==> src/rtl/prio_arb_pkg.sv <==
// Shared types and helpers for the priority arbiter.
package prio_arb_pkg;

    // IDLE: nothing held. HOLD: an item is presented with out_valid=1.
    typedef enum logic [0:0] {
        IDLE = 1'b0,
        HOLD = 1'b1
    } arb_state_e;

    // Upper bound on channel count; the encoder's casez table is sized for it.
    localparam int unsigned MaxChannels = 16;

    // Width of a channel index, never narrower than one bit.
    function automatic int unsigned idx_width(input int unsigned n);
        return (n > 1) ? $clog2(n) : 1;
    endfunction

endpackage

==> src/rtl/prio_enc.sv <==
// Rotating priority encoder: finds the first set req bit at or after start,
// wrapping around modulo N. Purely combinational.
module prio_enc
    import prio_arb_pkg::*;
#(
    parameter int unsigned N = 4
) (
    input  logic [N-1:0]              req,
    input  logic [idx_width(N)-1:0]   start,
    output logic [idx_width(N)-1:0]   idx,
    output logic                      found,
    output logic                      multi
);

    localparam int unsigned IdxW = idx_width(N);

    logic [N-1:0]             rot;
    logic [MaxChannels-1:0]   rot_pad;
    logic [3:0]               off;
    logic [4:0]               sum;

    // Rotate so that channel 'start' lands on bit 0, then pick the lowest set bit.
    always_comb begin
        rot     = (req >> start) | (req << (N - 32'(start)));
        rot_pad = 16'(rot);
        off     = 4'd0;
        priority casez (rot_pad)
            16'b???????????????1: off = 4'd0;
            16'b??????????????10: off = 4'd1;
            16'b?????????????100: off = 4'd2;
            16'b????????????1000: off = 4'd3;
            16'b???????????10000: off = 4'd4;
            16'b??????????100000: off = 4'd5;
            16'b?????????1000000: off = 4'd6;
            16'b????????10000000: off = 4'd7;
            16'b???????100000000: off = 4'd8;
            16'b??????1000000000: off = 4'd9;
            16'b?????10000000000: off = 4'd10;
            16'b????100000000000: off = 4'd11;
            16'b???1000000000000: off = 4'd12;
            16'b??10000000000000: off = 4'd13;
            16'b?100000000000000: off = 4'd14;
            16'b1000000000000000: off = 4'd15;
            default:              off = 4'd0;
        endcase
        // Undo the rotation: winner = (start + off) mod N.
        sum = 5'(start) + 5'(off);
        if (sum >= 5'(N)) begin
            sum = sum - 5'(N);
        end
        idx   = sum[IdxW-1:0];
        found = |req;
        // Clearing the lowest set bit leaves something only if two or more were set.
        multi = |(req & (req - N'(1)));
    end

endmodule

==> src/rtl/prio_arbiter.sv <==
// N-channel arbiter with a one-entry registered output stage.
// Fixed priority (channel 0 highest) by default; define PRIO_ARB_ROUND_ROBIN_EN
// for rotating priority driven by a pointer that moves past each winner.
module prio_arbiter
    import prio_arb_pkg::*;
#(
    parameter int unsigned N     = 4,
    parameter int unsigned WIDTH = 8
) (
    input  logic                      clk,
    input  logic                      rst,
    input  logic [N-1:0]              req,
    input  logic [WIDTH-1:0]          data_in [N],
    input  logic                      out_ready,
    output logic                      out_valid,
    output logic [WIDTH-1:0]          out_data,
    output logic [idx_width(N)-1:0]   out_idx,
    output logic [N-1:0]              grant,
    output logic                      conflict
);

    localparam int unsigned IdxW = idx_width(N);

    arb_state_e        state_q, state_d;
    logic [WIDTH-1:0]  data_q, data_d;
    logic [IdxW-1:0]   idx_q, idx_d;
    logic [IdxW-1:0]   start;
    logic [IdxW-1:0]   win;
    logic              found;
    logic              multi;
    logic              capture;

    prio_enc #(
        .N (N)
    ) u_prio_enc (
        .req   (req),
        .start (start),
        .idx   (win),
        .found (found),
        .multi (multi)
    );

    // A new item is taken when the slot is empty or being emptied this cycle.
    assign capture = !rst && found && ((state_q == IDLE) || out_ready);

`ifdef PRIO_ARB_ROUND_ROBIN_EN
    logic [IdxW-1:0] ptr_q, ptr_d;

    // Search for the next winner starts just past the previous one.
    always_comb begin
        ptr_d = ptr_q;
        if (capture) begin
            ptr_d = (win == IdxW'(N - 1)) ? '0 : win + IdxW'(1);
        end
    end

    // Round-robin pointer register.
    always_ff @(posedge clk) begin
        if (rst) begin
            ptr_q <= '0;
        end else begin
            ptr_q <= ptr_d;
        end
    end

    assign start = ptr_q;
`else
    assign start = '0;
`endif

    // Next state, captured payload and the single-cycle grant/conflict pulses.
    always_comb begin
        state_d  = state_q;
        data_d   = data_q;
        idx_d    = idx_q;
        grant    = '0;
        conflict = 1'b0;
        unique case (state_q)
            IDLE: begin
                if (capture) begin
                    state_d = HOLD;
                end
            end
            HOLD: begin
                if (out_ready) begin
                    state_d = capture ? HOLD : IDLE;
                end
            end
            default: state_d = IDLE;
        endcase
        if (capture) begin
            data_d     = data_in[win];
            idx_d      = win;
            grant[win] = 1'b1;
            conflict   = multi;
        end
    end

    // State and output registers; reset drops any held item.
    always_ff @(posedge clk) begin
        if (rst) begin
            state_q <= IDLE;
            data_q  <= '0;
            idx_q   <= '0;
        end else begin
            state_q <= state_d;
            data_q  <= data_d;
            idx_q   <= idx_d;
        end
    end

    assign out_valid = (state_q == HOLD);
    assign out_data  = data_q;
    assign out_idx   = idx_q;

endmodule

==> config.mk <==
export PLATFORM = sky130hd
export DESIGN_NAME = prio_arbiter
export DESIGN_NICKNAME = d
export VERILOG_FILES = /design/src/rtl/prio_arb_pkg.sv /design/src/rtl/prio_enc.sv /design/src/rtl/prio_arbiter.sv
export SDC_FILE = /design/constraint.sdc
export NUM_CORES = 1
export LEC_CHECK = 0
export BUFFER_PORTS_ARGS = -buffer_cell sky130_fd_sc_hd__buf_2
export CAP_MARGIN = 40
export CORE_MARGIN = 1
export CORE_UTILIZATION = 45
export CTS_CLUSTER_DIAMETER = 100
export CTS_CLUSTER_SIZE = 28
export DETAILED_ROUTE_END_ITERATION = 10
export GPL_TIMING_DRIVEN = 0
export PLACE_DENSITY = 0.84
export SKIP_CTS_REPAIR_TIMING = 1
export SLEW_MARGIN = 10
export SYNTH_ARGS = -nofsm -noshare
export SYNTH_HDL_FRONTEND = slang
export SYNTH_HIERARCHICAL = 1
export SYNTH_SLANG_ARGS = --single-unit
==> constraint.sdc <==
create_clock -name clk -period 5.6 [get_ports clk]
set_clock_uncertainty 0.1 [all_clocks]
set_input_delay 1.12 -clock clk [delete_from_list [all_inputs] [get_ports clk]]
set_output_delay 1.12 -clock clk [all_outputs]
set_load 0.01 [all_outputs]
==> impl_summary.txt <==
----------------------------------------------------
[Drt]
  Router iterations before antenna repair ... 4
  Total number of vias ... 891
  # DRC ... 0
  First-iteration detailed-routing DRC count ... 17
  Number of routed nets with antenna violations ... 0
  Vias per std cell ... 5.43
  Routed WL ... 2150 µm
  Per-cell routed wire length ... 13.1 µm

[Critical path]
  Worst flop-to-flop path startpoint ... out_valid$_SDFF_PP0_
  Slowest cell on crit path ... buf_1
  Worst path required time ... ~4.4 ns
  Launching element of the worst setup path ... req[1]
  Cells along the critical path ... buf_2, a211oi_1, a2bb2oi_2, o221ai_1, xnor2_1, buf_1, and3b_2, buf_2
  Most used cell, CP ... buf_2
  Worst Setup Start Kind ... input port
  Crit path kind ... input port to primary output
  Maximum fanout count along the critical path ... 10
  Endpoint arrival time on the critical path ... 2.96 ns
  CP peak stage delay ... a little under 0.4 ns
  Type of destination of the critical path ... primary output

[Power]
  Maximum VDD drop ... ~0.10 mV
  Power Density ... ~220 mW/mm²
  Total power consumption of the routed design ... 0.269 mW
  P_leak ... 0.618 nW

[CTS]
  TritonCTS sink count ... 11
  Skew-Pair Late Insertion Delay ... ~0.26 ns
  Number of buffers on the longest clock path ... 2
  Clock tree root buffer cell ... clkbuf_4
  Number of buffers created by CTS ... 3
  CTS tree ... done
  Number of H-tree levels ... 1
  Clock Pin Slew Worst Setup and Hold Paths ... 0.07 ns

[Final layout]
  Fraction of final layout cells sized beyond drive strength 1 ... 0.540
  Commonest non-fill, non-tap cell in the layout ... buf_2
  Post-layout nets ... 181
  ANT cells ... 0
  Final cell count without fillers ... 164
  Commonest cells after routing, fill and taps aside ... buf_2 (56), dfxtp_1 (11), a22o_1 (9)
  Layout Area Growth over Synthesis ... 38.1%

[Floorplanning]
  Die outline height ... 46.2 µm
  Overall die width ... 46.2 µm
  Top-level I/O count ... 55
  Floorplan row count ... 15
  Die Area ... about 0.0021 mm²
  Initial standard-cell utilization of the core ... 0.493
  Floorplan core area ... 0.00178 mm²

[Global routing]
  Number of antenna violations at the first check in global routing ... 0
  Pin count of the biggest net entering global routing ... 11
  Total grt overflow ... 0
  Global-route wire length before repair ... 3110 µm
  Total GRT Usage ... 0.200
  Via count of the first global-routing pass ... 749

[Synthesis]
  Main synth FF type ... dfxtp_1
  Arithmetic-cell share of the synthesized area counting full adders, half adders and majority gates ... 0.0398
  Share of the yosys chip area belonging to registers ... 0.250
  Compound-cell area share of the yosys netlist ... 0.223
  Synthesized flop and latch total ... 11
  Synthesized-area fraction occupied by and/or/nand/nor cells ... 0.141
  Share of async-settable or async-resettable flops after synthesis ... 0
  Area share of xor/xnor cells in the synthesized design ... 0.0299
  Mux share of post-synthesis cell area ... 0.257
  Cell area after synthesis ... 880 µm²
  Synthesized instance count ... 79
  Library cells used by synthesis ... 40
  Number of enable flip-flop cells after synthesis ... 0
  Synthesis warning total ... 6
  Mean instance size in the synthesized netlist ... 11.1 µm²
  Main combinational cell family by area after synthesis ... multiplexers

[STA]
  Final-layout setup total negative slack ... 0 ns
  Setup slack of the critical path after layout ... 1.42 ns
  Count of endpoints failing hold in the final timing report ... 0
  Final number of setup-violating endpoints ... 0
  Peak clock frequency supported by timing ... about 240 MHz
  Clock period minus final worst setup slack ... 4.18 ns
  Number of max-slew violations in the final report ... 0
  Setup repair after global routing missed its margin ... no
  Post-route fraction of the period consumed by the critical path ... 0.747

[Place]
  Total placed cells including tap cells ... 160
  Number of port buffers ... 54
  Post-detail-place hpwl ... 1770 µm
  Dpl ws ... between 1 and 1.5 ns
  Placer's final routability congestion estimate ... 0.771

[Hold path]
  Class of the tightest hold or removal check ... register to register
  Start point of the worst hold path ... out_data[5]$_SDFFE_PP0P_

[Run]
  Max Cap Violations ... 0

[Outcome]
  Status ... finished, final reports clean

----------------------------------------------------
## worst paths after layout
path | to | slack (ns) | cells after the start
hold reg to reg | out_data[5]$_SDFFE_PP0P_ | 0.37 | 1
setup / recovery | grant[1] | 1.42 | 8
hold / removal | out_data[5]$_SDFFE_PP0P_ | 0.37 | 1
setup reg to reg | out_data[0]$_SDFFE_PP0P_ | 4.28 | 4
## layer usage
layer / global-route usage / share of wire / up-vias
met5: 0 / 0 / -
met4: 0.0824 / 0 / 0
met3: 0.0235 / 0.063 / 0
met2: 0.380 / 0.50 / 47
met1: 0.220 / 0.44 / 411
li1: - / - / 433
## flip-flops by register name (all words and copies together) (netlist names)
register   cells
out_valid      1
out_idx        2
out_data       8
## stage by stage
stage,area [µm²],util,hold WS [ns]
6_report,1210,0.681,0.374
5_1_grt,1210,0.681,0.390
4_1_cts,1210,0.681,0.380
3_5_place_dp,1190,0.667,0.359
3_3_place_gp,1190,0.667,0.351
2_1_floorplan,887,-,0.411
## cell type report
| type | instances | area, µm² |
|---|---|---|
| buffer | 5 | 36.3 |
| fill | 144 | 568 |
| tap | 25 | 31.3 |
| sequential | 11 | 220 |
| timing repair buffer | 54 | 270 |
| inverter | 3 | 11.3 |
| multi-input combinational | 62 | 619 |
| clock buffer | 4 | 26.3 |
## power breakdown
part           internal, mW  switching, mW  total [mW]
Clock                0.0275         0.0249      0.0524
Combinational        0.0674         0.0547       0.122
Sequential           0.0896        0.00549      0.0951
## cells in the mapped netlist, drive strengths merged (2+ instances only)
master	count	area share
mux4	8	0.22
xor2	2	0.020
a22oi	2	0.017
ha	2	0.028
inv	3	0.013
dfxtp	11	0.25
buf	5	0.041
mux2i	2	0.023
nor3b	2	0.030
and3b	2	0.023
nand2	2	0.0085
nand2b	2	0.014
a21oi	2	0.016
o21ai	2	0.016
a22o	10	0.10
nor2	5	0.021
## worst max-delay path, delay by kind of cell
kind | cells | cell delay, ns
buf+inv | 3 | 0.66
compound gates | 3 | 0.59
xor+xnor | 1 | 0.33
simple gates | 1 | 0.26
## cell families (layout without fill, tap and decap cells)
| kind of cell | count (synthesis) | in the layout |
|---|---|---|
| fa+ha+maj | 3 | 3 |
| compound gates | 23 | 23 |
| buf+inv | 8 | 66 |
| mux | 11 | 11 |
| simple gates | 19 | 19 |
| other cells | 1 | 3 |
| xor+xnor | 3 | 3 |
| flops | 11 | 11 |
Power figures use the tool's default switching activity.
